## config.mk

```make
export PLATFORM = sky130hd
export DESIGN_NAME = gamma_coef_sequencer_flat
export DESIGN_NICKNAME = d
export VERILOG_FILES = /design/src/rtl/gamma_coef_sequencer_pkg.sv /design/src/rtl/gamma_coef_sequencer_if.sv /design/src/rtl/gamma_coef_sequencer_coef_stepper.sv /design/src/rtl/gamma_coef_sequencer.sv /design/src/flat_wrapper.sv
export SDC_FILE = /design/constraint.sdc
export NUM_CORES = 1
export LEC_CHECK = 0
export ABC_AREA = 1
export CELL_PAD_IN_SITES_DETAIL_PLACEMENT = 1
export CELL_PAD_IN_SITES_GLOBAL_PLACEMENT = 1
export CORE_UTILIZATION = 32
export DETAILED_ROUTE_END_ITERATION = 8
export PLACE_DENSITY = 0.7
export SYNTH_ARGS = -nofsm -noshare
export SYNTH_HDL_FRONTEND = slang
export SYNTH_SLANG_ARGS = --single-unit
```

## constraint.sdc

```tcl
create_clock -name CLK -period 3.4 [get_ports CLK]
set_input_delay 0.51 -clock CLK [delete_from_list [all_inputs] [get_ports CLK]]
set_output_delay 0.51 -clock CLK [all_outputs]
set_load 0.02 [all_outputs]
```

## src/rtl/gamma_coef_sequencer_pkg.sv

```systemverilog
// Shared types and defaults for the gamma coefficient sequencer.
package gamma_pkg;

  localparam int COEF_W = 10;

  typedef logic [COEF_W-1:0] coef_t;

  localparam coef_t P1_DEF = 10'h0FF;
  localparam coef_t P2_DEF = 10'h300;

  typedef enum logic {
    IDLE = 1'b0,
    RAMP = 1'b1
  } state_e;

endpackage

```

## src/rtl/gamma_coef_sequencer_if.sv

```systemverilog
// Request/acknowledge and live-coefficient bundle between the control requester and the sequencer.
interface gamma_coef_sequencer_if;
  import gamma_pkg::*;

  logic  REQ;
  coef_t TGT_P1;
  coef_t TGT_P2;
  logic  ACK;
  coef_t COEF_P1;
  coef_t COEF_P2;
  logic  BUSY;
  logic  DONE;

  modport master (
    output REQ, TGT_P1, TGT_P2,
    input  ACK, COEF_P1, COEF_P2, BUSY, DONE
  );

  modport slave (
    input  REQ, TGT_P1, TGT_P2,
    output ACK, COEF_P1, COEF_P2, BUSY, DONE
  );

endinterface

```

## src/rtl/gamma_coef_sequencer_coef_stepper.sv

```systemverilog
// Moves one coefficient toward its target by at most step_i; step_i of zero jumps straight to the target.
module coef_stepper
  import gamma_pkg::*;
(
  input  coef_t cur_i,
  input  coef_t tgt_i,
  input  coef_t step_i,
  output coef_t nxt_o
);

  logic [COEF_W:0] diff_s;

  // Clamp the step to the remaining distance so the result never overshoots or wraps.
  always_comb begin
    diff_s = {(COEF_W+1){1'b0}};
    nxt_o  = cur_i;
    if (tgt_i > cur_i) begin
      diff_s = {1'b0, tgt_i} - {1'b0, cur_i};
      if ((step_i == coef_t'(0)) || (diff_s <= {1'b0, step_i})) begin
        nxt_o = tgt_i;
      end else begin
        nxt_o = cur_i + step_i;
      end
    end else if (tgt_i < cur_i) begin
      diff_s = {1'b0, cur_i} - {1'b0, tgt_i};
      if ((step_i == coef_t'(0)) || (diff_s <= {1'b0, step_i})) begin
        nxt_o = tgt_i;
      end else begin
        nxt_o = cur_i - step_i;
      end
    end else begin
      nxt_o = cur_i;
    end
  end

endmodule

```

## src/rtl/gamma_coef_sequencer.sv

```systemverilog
// Frame-synchronous sequencer that ramps the shared Bezier P1/P2 gamma coefficients toward a requested target.
module gamma_coef_sequencer
  import gamma_pkg::*;
#(
  parameter coef_t P1_INIT = P1_DEF,
  parameter coef_t P2_INIT = P2_DEF,
  parameter int    STEP    = 16
) (
  input  logic                    CLK,
  input  logic                    RESET_N,
  input  logic                    VS,
  gamma_coef_sequencer_if.slave   bus
);

  localparam coef_t STEP_C = coef_t'(STEP);

  state_e state_q, state_d;
  coef_t  p1_q, p1_d, p2_q, p2_d;
  coef_t  t1_q, t1_d, t2_q, t2_d;
  logic   ack_q, ack_d;
  logic   done_q, done_d;
  logic   busy_q, busy_d;
  logic   vs_q;
  logic   vs_rise_s, accept_s, step_en_s;
  coef_t  p1_nxt_s, p2_nxt_s;

  coef_stepper u_step_p1 (.cur_i(p1_q), .tgt_i(t1_q), .step_i(STEP_C), .nxt_o(p1_nxt_s));
  coef_stepper u_step_p2 (.cur_i(p2_q), .tgt_i(t2_q), .step_i(STEP_C), .nxt_o(p2_nxt_s));

  assign vs_rise_s = VS & ~vs_q;
  assign accept_s  = bus.REQ & ~ack_q;
  assign step_en_s = (state_q == RAMP) & vs_rise_s;

  // The step always uses the target latched before this cycle; a target accepted now applies from the next frame.
  always_comb begin
    p1_d    = p1_q;
    p2_d    = p2_q;
    t1_d    = t1_q;
    t2_d    = t2_q;
    done_d  = 1'b0;
    ack_d   = accept_s;
    state_d = state_q;
    if (step_en_s) begin
      p1_d   = p1_nxt_s;
      p2_d   = p2_nxt_s;
      done_d = (p1_nxt_s == t1_q) && (p2_nxt_s == t2_q);
    end else begin
      done_d = 1'b0;
    end
    if (accept_s) begin
      t1_d = bus.TGT_P1;
      t2_d = bus.TGT_P2;
    end else begin
      t1_d = t1_q;
      t2_d = t2_q;
    end
    if ((p1_d != t1_d) || (p2_d != t2_d)) begin
      state_d = RAMP;
    end else begin
      state_d = IDLE;
    end
    busy_d = (state_d == RAMP);
  end

  // State and output registers; reset discards any pending target or ramp.
  always_ff @(posedge CLK or negedge RESET_N) begin
    if (!RESET_N) begin
      state_q <= IDLE;
      p1_q    <= P1_INIT;
      p2_q    <= P2_INIT;
      t1_q    <= P1_INIT;
      t2_q    <= P2_INIT;
      ack_q   <= 1'b0;
      done_q  <= 1'b0;
      busy_q  <= 1'b0;
      vs_q    <= 1'b0;
    end else begin
      state_q <= state_d;
      p1_q    <= p1_d;
      p2_q    <= p2_d;
      t1_q    <= t1_d;
      t2_q    <= t2_d;
      ack_q   <= ack_d;
      done_q  <= done_d;
      busy_q  <= busy_d;
      vs_q    <= VS;
    end
  end

  assign bus.ACK     = ack_q;
  assign bus.DONE    = done_q;
  assign bus.BUSY    = busy_q;
  assign bus.COEF_P1 = p1_q;
  assign bus.COEF_P2 = p2_q;

endmodule

```

## src/flat_wrapper.sv

```systemverilog
// flat-port wrapper written by rule: the top's interface ports become plain ports
module gamma_coef_sequencer_flat import gamma_pkg::*;
#(
  parameter coef_t P1_INIT = P1_DEF,
  parameter coef_t P2_INIT = P2_DEF,
  parameter int    STEP    = 16
)
  (CLK, RESET_N, VS, bus_REQ, bus_TGT_P1, bus_TGT_P2, bus_ACK, bus_COEF_P1, bus_COEF_P2, bus_BUSY, bus_DONE);
  gamma_coef_sequencer_if bus_i ();
  input  logic CLK;
  input  logic RESET_N;
  input  logic VS;
  input wire logic [$bits(bus_i.REQ)-1:0] bus_REQ;
  input wire logic [$bits(bus_i.TGT_P1)-1:0] bus_TGT_P1;
  input wire logic [$bits(bus_i.TGT_P2)-1:0] bus_TGT_P2;
  output wire logic [$bits(bus_i.ACK)-1:0] bus_ACK;
  output wire logic [$bits(bus_i.COEF_P1)-1:0] bus_COEF_P1;
  output wire logic [$bits(bus_i.COEF_P2)-1:0] bus_COEF_P2;
  output wire logic [$bits(bus_i.BUSY)-1:0] bus_BUSY;
  output wire logic [$bits(bus_i.DONE)-1:0] bus_DONE;
  assign bus_i.REQ = bus_REQ;
  assign bus_i.TGT_P1 = bus_TGT_P1;
  assign bus_i.TGT_P2 = bus_TGT_P2;
  assign bus_ACK = bus_i.ACK;
  assign bus_COEF_P1 = bus_i.COEF_P1;
  assign bus_COEF_P2 = bus_i.COEF_P2;
  assign bus_BUSY = bus_i.BUSY;
  assign bus_DONE = bus_i.DONE;
  gamma_coef_sequencer #(.P1_INIT(P1_INIT), .P2_INIT(P2_INIT), .STEP(STEP)) u_core (.CLK(CLK), .RESET_N(RESET_N), .VS(VS), .bus(bus_i));
endmodule
```

==> flow_metrics.tcl <==
set metrics [dict create \
    crit_path_start_kind "register" \
    antenna_found_initial 0 \
    cts_tree "yes" \
    clockRootBuffer "clkbuf_16" \
    grt_pass1_wl_um 36300 \
    die_w_um 137 \
    synth_top_family_by_area "simple AND/OR/NAND/NOR gates" \
    postSynthAreaPerCell_sq_um 5.80 \
    setup_tns_ns 0 \
    final_util_pct 42.2 \
    reg2reg_from "u_core.bus.COEF_P1[5]" \
    final_cell_area_sq_um 7550 \
    hold_class "in2async" \
    critPathRequiredTime_ns 3.59 \
    synth_compound_area_share_pct 8.48 \
    tightest_slew_ns 0.788 \
    synth_ff_type "dfrtp_1" \
    worst_slack_ns 0.141 \
    rows 49 \
    synth_edf_count 0 \
    async_flop_share_pct 100 \
    nets 1181 \
    placedCellCount 1323 \
    netlist_area_sq_um 5850 \
    synthSimpleGateAreaFrac_pct 48.2 \
    synth_nets 1076 \
    drive_gt1_share_pct 17.3 \
    syn_inst 1008 \
    dr.pass1.iters 5 \
    wl_per_cell_um 17.3 \
    total_power_mw 7.96 \
    critical_path.cell_chain "inv_1 -> ha_4 -> nand2_1 -> inv_1 -> a21oi_1 -> nand2_1 -> nand2_1 -> nand2_1 -> nor2_1 -> nand2_1 -> nor2_4 -> buf_4 -> nand3_1 -> nand3_1 -> nand2_1 -> nand3_2 -> nand2_2 -> nand2_1 -> nand2_1 -> nor2_2 -> nand2_1 -> nor2_1 -> nand2_1" \
    reg2reg_slack_ns 0.14 \
    crit_top_cell "nand2_1" \
    die_area_sq_um 18800 \
    die_h_um 137 \
    fillCellCount 2472 \
    power.leakage_nw 3.93 \
    grt_overflow 0 \
    finalWirelength_um 23200 \
    drt_iter0_drc 490 \
    yosysSeqAreaShare_pct 19.3 \
    finalCritPeriodShare_pct 95.9 \
    reg2regPathDepth 23 \
    finalCriticalPeriod_ns 3.26 \
    slew-limit-headroom_pct 47.4 \
    yosys.area_share.adder_pct 9.42 \
    skew_ns 0.00832 \
    fmax_mhz 307 \
    vdd_drop_max_v 0.000389 \
    numCtsBuffers 5 \
    via_per_inst 5.16 \
    drv_slew 0 \
    outcome "finished, final reports clean" \
    cts.path.max_buffers 2 \
    pre_cts_ws_ns -0.138 \
    place.port_buffers 46 \
    cap_viol_max_count 0 \
    slowest_delay_ns 0.53 \
    ys_types 38 \
    critPathKind "reg2reg" \
    cts.sink_count 44 \
    cp_max_fo 9 \
    grt_pass1_vias 6833 \
    start_util_pct 32.7 \
    endpoint_kind "register" \
    io_pins 47 \
    power_density_nw_per_um2 1050 \
    hold_viol_final 0 \
    final_cell_mix "nand2_1, nand3_1, inv_1" \
    final_cells 1343 \
    synth-xor-area-share_pct 3.45 \
    synth-seq-cells 44 \
    arrival_ns 3.45 \
    htree_levels 2 \
    num_vias 6934 \
    n_antenna_cell 0 \
    track_usage_pct 25.2 \
    area_growth_syn_to_layout_pct 29.2 \
    synth_warnings 0 \
    fp.coreArea_sq_um 17900 \
    setup_viol 0 \
    r2r_end "u_core.state_q" \
    mostFrequentLayoutCell "nand2_1" \
    cp_slowest_cell "dfstp_2" \
    placed_cell_area_sq_um 6980 \
    clock_latency_ns 0.31 \
    clkTransAtPathRegs_ns 0.07 \
    remaining_drc_errors 0 \
    holdWs_ns 0.226 \
    drtAntennaViolNets 0 \
    gp_congestion 0.911 \
    post-dp-hpwl_um 18400 \
    grt_start_max_net_pins 41 \
    synth.area.mux_share_pct 0 \
]
## worst max-delay path, delay by kind of cell, from the launching register on
kind	cells	cell delay, ns
AND/OR/NAND/NOR	18	1.71
flip-flops	1	0.53
buffers and inverters	3	0.37
adder cells (fa/ha/maj)	1	0.30
AO/OA/AOI/OAI	1	0.25
## how the worst max path moves through the flow
stage | startpoint | end | slack, ns | depth (start not counted)
floorplan | u_core.bus.COEF_P1[7] | u_core.state_q | 0.19 | 22
global placement | u_core.bus.COEF_P1[5] | u_core.state_q | -0.1 | 19
detailed placement | u_core.bus.COEF_P1[5] | u_core.state_q | -0.14 | 19
CTS | u_core.bus.COEF_P2[8] | u_core.state_q | 0.002 | 20
global route | u_core.bus.COEF_P1[5] | u_core.state_q | -0.09 | 23
finish | u_core.bus.COEF_P1[5] | u_core.state_q | 0.14 | 23
## sequential cells by signal, indices dropped and copies added, names as in the netlist
name and flops:
u_core.bus.COEF_P1 10, u_core.t1_q 10, u_core.state_q 1, u_core.vs_q 1, u_core.t2_q 10, u_core.bus.DONE 1, u_core.bus.ACK 1, u_core.bus.COEF_P2 10
## logic make-up after synthesis
group	Yosys count
compound gates	88
xor+xnor	23
fa+ha+maj	44
buf+inv	169
flops	44
simple gates	640
## report_power, final
part	total, mW	switching [mW]	internal [mW]
Sequential	0.839	0.118	0.720
Combinational	6.61	4.16	2.45
Clock	0.513	0.242	0.271
Total	7.96	4.53	3.44
## per-layer routing
layer | vias up | GRT usage [%] | routed length (um)
met5 | - | 0 | 0
met4 | 0 | 5.13 | 344
met3 | 29 | 3.30 | 968
met2 | 144 | 39.6 | 10300
met1 | 3325 | 36.4 | 11700
li1 | 3436 | - | -
## area by class of cell
type | count | area (sq um) | share of cell area, %
clock buffers | 5 | 125 | 1.66
repair inverters | 1 | 5.00 | 0.0663
repair buffers | 120 | 1040 | 13.8
multi-input cells | 796 | 4400 | 58.2
flip-flops and latches | 44 | 1130 | 14.9
clock inverters | 3 | 18.8 | 0.249
inverters | 145 | 551 | 7.29
well taps | 229 | 287 | 3.79
## synthesized netlist by cell type (2+ instances only)
master      n  area share (%)
nand2_1   369              24
nand3_1   151              13
inv_1     143             9.2
nor2_1     58             3.7
ha_1       44             9.4
o21ai_0    33             2.8
a21oi_1    31             2.7
nand4_1    30             3.2
dfrtp_1    24              10
xor2_1     23             3.4
dfstp_2    20             9.0
clkbuf_1   11            0.71
buf_2       9            0.77
nand2_2     9            0.96
o21ai_1     9            0.77
nor3_1      6            0.51
nor2_2      5            0.54
nand3_2     4            0.68
nand3_4     3            0.90
o21bai_1    3            0.39
a21oi_2     2            0.30
buf_1       2            0.13
inv_2       2            0.13
o211ai_1    2            0.26
o21ai_2     2            0.30
## repair_timing
| action | in CTS | in global routing |
|---|---|---|
| pin swaps | 0 | 6 |
| endpoints found under the hold margin | 0 | 0 |
| endpoints found under the setup margin | 2 | 2 |
| buffers inserted | 0 | 10 |
| gates cloned | 0 | 2 |
| resized for setup | 6 | 73 |
| hold buffers | 0 | 0 |
No activity file was read; power rests on OpenSTA's default activity.
